`src/rtl/cpu_defs.sv`:
```
// Shared definitions for the fetch front end: state encodings, default ROM window,
// and the {pc, ins} entry carried through the fetch queue.
package cpu_defs;

  typedef enum logic [0:0] {
    FETCH_ST_RUN = 1'b0,
    FETCH_ST_ERR = 1'b1
  } fetch_state_e;

  localparam logic [31:0] PC_RESET_DEFAULT = 32'h0000_3000;
  localparam int unsigned IM_WORDS_DEFAULT = 4096;

  typedef struct packed {
    logic [31:0] pc;
    logic [31:0] ins;
  } fetch_entry_t;

endpackage

```
`src/rtl/fetch_queue.sv`:
```
// Small synchronous FIFO of fetch entries. Flush wins over push; a pop in the
// flush cycle is simply absorbed since the queue ends up empty either way.
module fetch_queue
  import cpu_defs::*;
#(
  parameter int unsigned DEPTH = 2,
  localparam int unsigned PtrW = $clog2(DEPTH),
  localparam int unsigned CntW = PtrW + 1
) (
  input  logic              clk,
  input  logic              reset,
  input  logic              push,
  input  fetch_entry_t      pushData,
  input  logic              pop,
  input  logic              flush,
  output fetch_entry_t      headData,
  output logic [CntW-1:0]   count,
  output logic              full,
  output logic              empty
);

  fetch_entry_t          mem [DEPTH];
  logic [PtrW-1:0]       rdPtr;
  logic [PtrW-1:0]       wrPtr;
  logic                  doPush;
  logic                  doPop;

  // Qualify requests so the FIFO never over- or under-runs on its own.
  always_comb begin
    doPop    = pop && !empty;
    doPush   = push && !flush && (!full || pop);
    full     = (count == CntW'(DEPTH));
    empty    = (count == '0);
    headData = mem[rdPtr];
  end

  // Pointer and occupancy bookkeeping.
  always_ff @(posedge clk or negedge reset) begin
    if (!reset) begin
      rdPtr <= '0;
      wrPtr <= '0;
      count <= '0;
    end else if (flush) begin
      rdPtr <= '0;
      wrPtr <= '0;
      count <= '0;
    end else begin
      if (doPush) wrPtr <= wrPtr + PtrW'(1);
      if (doPop)  rdPtr <= rdPtr + PtrW'(1);
      count <= count + CntW'(doPush) - CntW'(doPop);
    end
  end

  // Entry storage; cleared on reset so the head reads zero out of reset.
  always_ff @(posedge clk or negedge reset) begin
    if (!reset) begin
      for (int i = 0; i < DEPTH; i++) mem[i] <= '0;
    end else if (doPush) begin
      mem[wrPtr] <= pushData;
    end
  end

endmodule

```
`src/rtl/im_fetch_ctrl.sv`:
```
// Fetch sequencer for the instruction ROM: owns the fetch PC, queues {pc, ins}
// pairs for decode, handles redirects and traps out-of-window/misaligned PCs.
// Optional FETCH_PERF_CNT_EN adds perf_fetched / perf_stall counters.
module im_fetch_ctrl
  import cpu_defs::*;
#(
  parameter logic [31:0] PC_RESET = PC_RESET_DEFAULT,
  parameter int unsigned IM_WORDS = IM_WORDS_DEFAULT,
  parameter int unsigned FQ_DEPTH = 2
) (
  input  logic        clk,
  input  logic        reset,
  output logic [31:0] im_pc,
  input  logic [31:0] im_ins,
  input  logic        redirect_valid,
  input  logic [31:0] redirect_pc,
  output logic        f_valid,
  output logic [31:0] f_pc,
  output logic [31:0] f_ins,
  output logic        f_err,
  input  logic        dec_ready
`ifdef FETCH_PERF_CNT_EN
  ,
  output logic [31:0] perf_fetched,
  output logic [31:0] perf_stall
`endif
);

  localparam int unsigned CntW = $clog2(FQ_DEPTH) + 1;
  // One past the last valid byte address; 33 bits so the window end cannot wrap.
  localparam logic [32:0] PcEnd = {1'b0, PC_RESET} + 33'(IM_WORDS) * 33'd4;

  fetch_state_e      state;
  fetch_state_e      stateNext;
  logic [31:0]       pc;
  logic [31:0]       pcNext;
  logic              bad;
  logic              pop;
  logic              pushOk;
  logic              push;
  fetch_entry_t      pushData;
  fetch_entry_t      headData;
  fetch_entry_t      lastHead;
  logic [CntW-1:0]   qCount;
  logic              qFull;
  logic              qEmpty;

  fetch_queue #(
    .DEPTH(FQ_DEPTH)
  ) u_queue (
    .clk      (clk),
    .reset    (reset),
    .push     (push),
    .pushData (pushData),
    .pop      (pop),
    .flush    (redirect_valid),
    .headData (headData),
    .count    (qCount),
    .full     (qFull),
    .empty    (qEmpty)
  );

  // Range check, handshake qualification, next PC and state.
  always_comb begin
    bad       = (pc[1:0] != 2'b00) || (pc < PC_RESET) || ({1'b0, pc} >= PcEnd);
    f_valid   = (qCount != '0);
    pop       = f_valid && dec_ready;
    pushOk    = (state == FETCH_ST_RUN) && (!qFull || pop);
    push      = pushOk && !bad && !redirect_valid;
    pushData  = '{pc: pc, ins: im_ins};
    stateNext = state;
    pcNext    = pc;
    if (redirect_valid) begin
      pcNext    = redirect_pc;
      stateNext = FETCH_ST_RUN;
    end else if (state == FETCH_ST_RUN && bad) begin
      stateNext = FETCH_ST_ERR;
    end else if (push) begin
      pcNext = pc + 32'd4;
    end
  end

  // Fetch PC and controller state.
  always_ff @(posedge clk or negedge reset) begin
    if (!reset) begin
      pc    <= PC_RESET;
      state <= FETCH_ST_RUN;
    end else begin
      pc    <= pcNext;
      state <= stateNext;
    end
  end

  // Remember the head so decode sees stable f_pc/f_ins while the queue is empty.
  always_ff @(posedge clk or negedge reset) begin
    if (!reset) begin
      lastHead <= '0;
    end else if (!qEmpty) begin
      lastHead <= headData;
    end
  end

  // Output drive.
  always_comb begin
    im_pc = pc;
    f_err = (state == FETCH_ST_ERR);
    f_pc  = qEmpty ? lastHead.pc  : headData.pc;
    f_ins = qEmpty ? lastHead.ins : headData.ins;
  end

`ifdef FETCH_PERF_CNT_EN
  // Push and stall event counters, free-running with natural wrap.
  always_ff @(posedge clk or negedge reset) begin
    if (!reset) begin
      perf_fetched <= '0;
      perf_stall   <= '0;
    end else begin
      if (push) perf_fetched <= perf_fetched + 32'd1;
      if (state == FETCH_ST_RUN && !pushOk && !redirect_valid) perf_stall <= perf_stall + 32'd1;
    end
  end
`endif

endmodule

```
`config.mk`:
```
export PLATFORM = sky130hd
export DESIGN_NAME = im_fetch_ctrl
export DESIGN_NICKNAME = d
export VERILOG_FILES = /design/src/rtl/cpu_defs.sv /design/src/rtl/fetch_queue.sv /design/src/rtl/im_fetch_ctrl.sv
export SDC_FILE = /design/constraint.sdc
export NUM_CORES = 1
export LEC_CHECK = 0
export BUFFER_PORTS_ARGS = -buffer_cell sky130_fd_sc_hd__buf_2
export CORE_ASPECT_RATIO = 1.1
export CORE_MARGIN = 2
export CORE_UTILIZATION = 40
export CTS_CLUSTER_DIAMETER = 100
export DETAILED_ROUTE_END_ITERATION = 8
export PLACE_DENSITY_LB_ADDON = 0.05
export SYNTH_ARGS = -nofsm -noshare
export SYNTH_HDL_FRONTEND = slang
export SYNTH_SLANG_ARGS = --single-unit
```
`constraint.sdc`:
```
create_clock -name clk -period 1.9 [get_ports clk]
set_input_delay 0.285 -clock clk [delete_from_list [all_inputs] [get_ports clk]]
set_output_delay 0.285 -clock clk [all_outputs]
set_load 0.1 [all_outputs]
```
[Word-level counts from Yosys, hierarchy flattened]
Cells that the tools add are included.
Word-level totals
  bits in registers: 229
  output and inout port bits: 98
  word-level logic and storage cells: 68
Cells by class
  add/sub/neg operators: 5
  order comparisons: 5
  equal/unequal tests: 2
  mux-type cells: 18
  bitwise logic cells: 3
  reductions and logical operators: 24
Operators by type and width (number)
  $mux 64: 4
  $mux 32: 5
  $bwmux 128: 1
  $demux 64 s1: 1
  $add 32x3->32 const B: 1
  $ge 32x15->1 const B: 1
  $lt 32x14->1 const B: 1
  $reduce_bool 2->1: 6
  $logic_and 1x1->1: 9
  $mux 1: 6
  $ge 2x2->1 const B: 2
  $logic_not 1->1: 4
  $not 1->2: 2
  $logic_or 1x1->1: 3
  $add 1x1->1 const B: 2
  $add 2x1->2: 1
  $eq 2x2->1 const B: 1
  $logic_not 2->1: 1
  $lt 2x1->1 const B: 1
  $mux 2: 1
  $ne 2x2->1 const B: 1
  $reduce_and 2->1: 1
  $sub 2x1->2: 1
  $not 1->1: 1

[Logic depth before layout (Yosys ltp)]
  depth in word-level cells: 11
  gate-level depth with buffers: 9
  depth with buffers taken out: 8

[Modules after synthesis]
A second synthesis with hierarchy kept.
Second synthesis, totals
  cell total of the unflattened synthesis: 652
  area total of the unflattened synthesis: 10067.2 um^2
By module, submodules not included
  fetch_queue: times used 1, cells an instance 365, area an instance 5983.2 um^2, sequential area each 3303.2 um^2
  im_fetch_ctrl: times used 1, cells an instance 287, area an instance 4083.9 um^2, sequential area each 2429.8 um^2

[Worst setup path before layout]
Ideal clock, no wire load.
  path kind: register to register
  start: reg u_queue.count[0]
  end: reg lastHead[26] (netlist bit)
  data arrival time: 3.264 ns
  slack: -1.652 ns
  stages on the path, launching flop included: 6
  path buffers: 3
  clock period less this slack: 3.552 ns
  cells stage by stage: dfrtp_1 or2_2 clkbuf_1 clkbuf_1 clkbuf_1 a21oi_1
On the way
  cells in the longest elaborated chain, start to end: 1
RTL lines
  start: declaration: RTL line fetch_queue.sv:17  | output logic [CntW-1:0] count,
  start signal: assignment: RTL line fetch_queue.sv:50  | count <= count + CntW'(doPush) - CntW'(doPop);
  $logic_not 2->1: RTL line fetch_queue.sv:33  | empty = (count == '0);
  end signal: assignment: RTL line im_fetch_ctrl.sv:99  | lastHead <= headData;
  end: declaration: RTL line im_fetch_ctrl.sv:43  | fetch_entry_t lastHead;
Every way passes these cells.
A chain may end at the register's enable or synchronous reset.

[Worst setup path after layout]
  start: reg u_queue.count[0]
  end: out f_ins[10]
On the way
  cells in the longest elaborated chain, start to end: 2
RTL lines
  $logic_not 2->1: RTL line fetch_queue.sv:33
  $mux 32: RTL line im_fetch_ctrl.sv:108  | f_ins = qEmpty ? lastHead.ins : headData.ins;
  end: declaration: RTL line im_fetch_ctrl.sv:19  | output logic [31:0] f_ins,
Every way passes these cells.

==> metrics.md <==
| Metric | Value |
|---|---|
| Outcome | complete, but fails checks |
| Failing checks | negative setup slack |
| CP Launch Type | register |
| Register bit total from synthesis | 229 |
| Total power | 29,200 uW |
| RePlAce Congestion | 0.906 |
| EDFF count, synth | 0 |
| Hold WC Path Type | in -> reg |
| CP arrival | 2080 ps |
| Num CTS Buffers | 26 |
| Die Footprint | 0.0254 mm^2 |
| WHS Path Cells | 2 |
| # rows | 59 |
| Final period utilization | 1.24 |
| Share of cells above drive strength 1 | 0.607 |
| Fmax achieved | 0.423 GHz |
| Total Routed Length | 26.0 mm |
| Net Count, Synth | 826 |
| Initial DRC Count | 252 |
| CP max-delay cell | dfrtp_1 |
| Crit path kind | reg -> out |
| Synth top area share | 0.588 |
| Synth warn | 0 |
| Worst endpoint required time | 1620 ps |
| RR Endpoint | u_queue.mem[75] |
| Yosys cell types | 48 |
| Final Skew | 6.18 ps |
| Hold Violations, Final | 0 |
| Avg Cell Area, Syn | 12.8 um^2 |
| Remaining DRCs | 0 |
| Cell type with the largest total area after synthesis | dfrtp_1 |
| Synthesized netlist cell count | 754 |
| DP Wirelength | 15.6 mm |
| First-pass GRT wire length | 40.8 mm |
| Clk sink count | 229 |
| P_sw | 14,000 uW |
| Io pins | 166 |
| CTS H-tree lvls | 1 |
| Power Internal | 15,200 uW |
| CTS tree | yes |
| Reg clk slew, reported paths | 60 ps |
| Slew HR | 0.660 |
| Reg power frac | 0.215 |
| Dominant cell by count in the synthesized netlist | dfrtp_1 |
| Min Tclk post-route | 2360 ps |
| Area grow syn2layout | 62.4% |
| Slew Limit Fails | 0 |
| Die H | 167 um |
| Vias in the first global route | 7,587 |
| Worst setup EP type | output pin |
| First-pass DRT Iterations | 6 |
| Clk buf depth | 3 |
| Via count | 7,040 |
| R2R depth | 7 |
| Critical Path, Cell by Cell | buf_6 -> or2_4 -> buf_12 -> buf_16 -> a21oi_4 -> buf_12 |
| RSZ-0062 raised after global routing | yes |
| Hold Crit Endpoint | u_queue.mem[76] |
| Initial antenna violation count | 0 |
| Placeable Area | 0.0237 mm^2 |
| Post-layout nets | 1,112 |
| Pwr Density | 1860 mW/mm^2 |
| Post-route cell area | 0.0157 mm^2 |
| Sw Share | 0.478 |
| DIE WIDTH | 152 um |
| ANT nets after route | 0 |
| Via density | 5.17 |
| Largest net degree at the start of global routing | 59 |
| Root Driver | clkbuf_16 |
| Hold_sp | im_ins[12] |
| Finished Layout Cells | 1,363 |
| Lkg Pwr | 0.00706 uW |
| Combinational fraction of design power | 0.606 |
| IO Port Bufs | 165 |
| Most common library cells after synthesis | 227 x dfrtp_1, 75 x nor2_1, 71 x a21oi_1 |
| Worst-Skew Late Latency | 520 ps |
| Mapped Area | 0.00966 mm^2 |
| Final setup vio count | 195 |
| Min setup slack post-route | -463 ps |
| FF-to-FF Start | im_pc[31] |
| CP dominant cell by count | buf_12 |
| Placed Instances | 1,239 |
| Total track usage | 0.197 |
| Peak VDD IR | 1440 uV |
| Clock share of power | 0.179 |
| Seq/Total Area, Yosys | 0.593 |
| Hold_ws | 20.2 ps |
| MaxCap Viol Count | 0 |
| Top_reg_cell synth | dfrtp_1 |
| N_diodes | 0 |
| Avg WL per Cell | 19.1 um |
| Global route overflow | 0 |
| Synth async-reset ratio | 1.00 |
| DP Area | 0.0131 mm^2 |
| Critical path fanouts, max | 13 |
| Util after Layout | 0.662 |
| Slowest stage delay, CP | 400 ps |
| Slew @ Worst Pin | 510 ps |
| Starting Density | 0.408 |
| Worst reg2reg setup slack | -450 ps |
| Top post-synthesis cells by area | dfrtp_1 59%, mux2_2 7.9%, mux2i_1 6.6%, mux2_4 6.4%, a21oi_1 3.7% |
-- worst max path at each step --
stage                     start                to  slack (ps)  depth (start not counted)
3_3_place_gp          im_pc[25]   u_queue.mem[65]        -300                          5
6_report       u_queue.count[0]         f_ins[10]        -460                          6
2_1_floorplan         im_pc[12]  u_queue.mem[101]        -420                          6
5_1_grt               im_pc[31]   u_queue.mem[75]        -540                          7
3_5_place_dp          im_pc[25]   u_queue.mem[64]        -310                          5
4_1_cts        u_queue.count[0]          f_pc[21]        -480                          6
-- power by group through the flow --
stage / clock network, uW / registers, uW / logic [uW]
after floorplan: 0 / 6590 / 11100
final: 5220 / 6280 / 17700
after detailed placement: 0 / 6090 / 16600
after CTS: 5340 / 6200 / 17300
after global placement: 0 / 6070 / 16500
after global routing: 5560 / 6370 / 18200
-- layer usage --
metal  wire length (um)  global-route usage  vias up
met5                  0                   0        -
met1              11100               0.259     3625
met2              13500               0.349      178
met3               1050              0.0273       28
li1                   -                   -     3209
met4                352              0.0419        0
-- per-stage QoR --
step / setup WS (ps) / setup TNS (ps)
floorplan: -425 / -34900
global placement: -297 / -23070
detailed placement: -312 / -25430
CTS: -477 / -63040
global route: -537 / -78930
finish: -463 / -62560
-- kinds of logic after synthesis --
| group | synth area share |
|---|---|
| DFF | 0.593 |
| and+or+nand+nor | 0.103 |
| muxes | 0.209 |
| AOI/OAI and AO/OA | 0.0593 |
| buffers and inverters | 0.0274 |
| adders and majority gates | 0.00518 |
| xor gates and xnor gates | 0.00272 |
-- final cells by class --
| type | count | area, um^2 |
|---|---|---|
| Multi-Input combinational cell | 468 | 4930 |
| Clock buffer | 38 | 787 |
| Clock inverter | 8 | 118 |
| Sequential cell | 229 | 5810 |
| Timing Repair Buffer | 307 | 3630 |
| Tap cell | 305 | 382 |
| Fill cell | 1755 | 8000 |
| Inverter | 8 | 30.0 |
-- sequential cells by signal, summed over array words and instances, names as in the netlist --
signal / count
f_err: 1
u_queue.mem: 128
u_queue.wrPtr: 1
lastHead: 64
u_queue.rdPtr: 1
u_queue.count: 2
im_pc: 32
-- cells in the final DEF (no fill, tap or decap), types with 3 or more instances in the layout --
master         synthesis  layout
nor2_4                 0      37
mux2_4                41      45
o21ai_0               10      10
bufinv_16              0       3
nand4_1                9       9
nor4_4                 2       6
dfrtp_4                0      13
nand2b_1               3       3
clkinv_2               0       4
buf_6                  6      17
dlygate4sd3_1          0      30
nand3_1               11       9
nor4_1                 6       5
buf_12                 0      83
nand2_1               13      13
o211ai_1               6       6
a21oi_4                0      64
mux2i_1               64      64
mux2_2                68      64
buf_16                 0      13
clkbuf_1              29       4
nor2b_1                8       7
clkbuf_16              0      32
buf_4                  0      56
and2_4                 0      36
buf_8                  0       6
a21oi_1               71       7
and2_1                39       3
nor2_2                 0      26
dfrtp_1              227     195
nor2_1                75      12
clkbuf_8               0       7
buf_2                  5      97
dfrtp_2                0      19
nor3_1                 3       3
inv_1                  8       8
-- worst max-delay path, delay by kind of cell, from the launching register on --
family / cells / cell delay (ps)
flops: 1 / 400
simple gates: 1 / 270
compound gates: 1 / 220
buf+inv: 4 / 660
-- repair_timing --
action / CTS / global route
gates resized for setup: 143 / 60
buffers inserted: 24 / 12
pin swaps: 33 / 20
hold buffers: 30 / 0
setup endpoints to repair: 199 / 201
hold endpoints to repair: 85 / 0
cloned: 13 / 6
No activity file was read; power rests on OpenSTA's default activity.
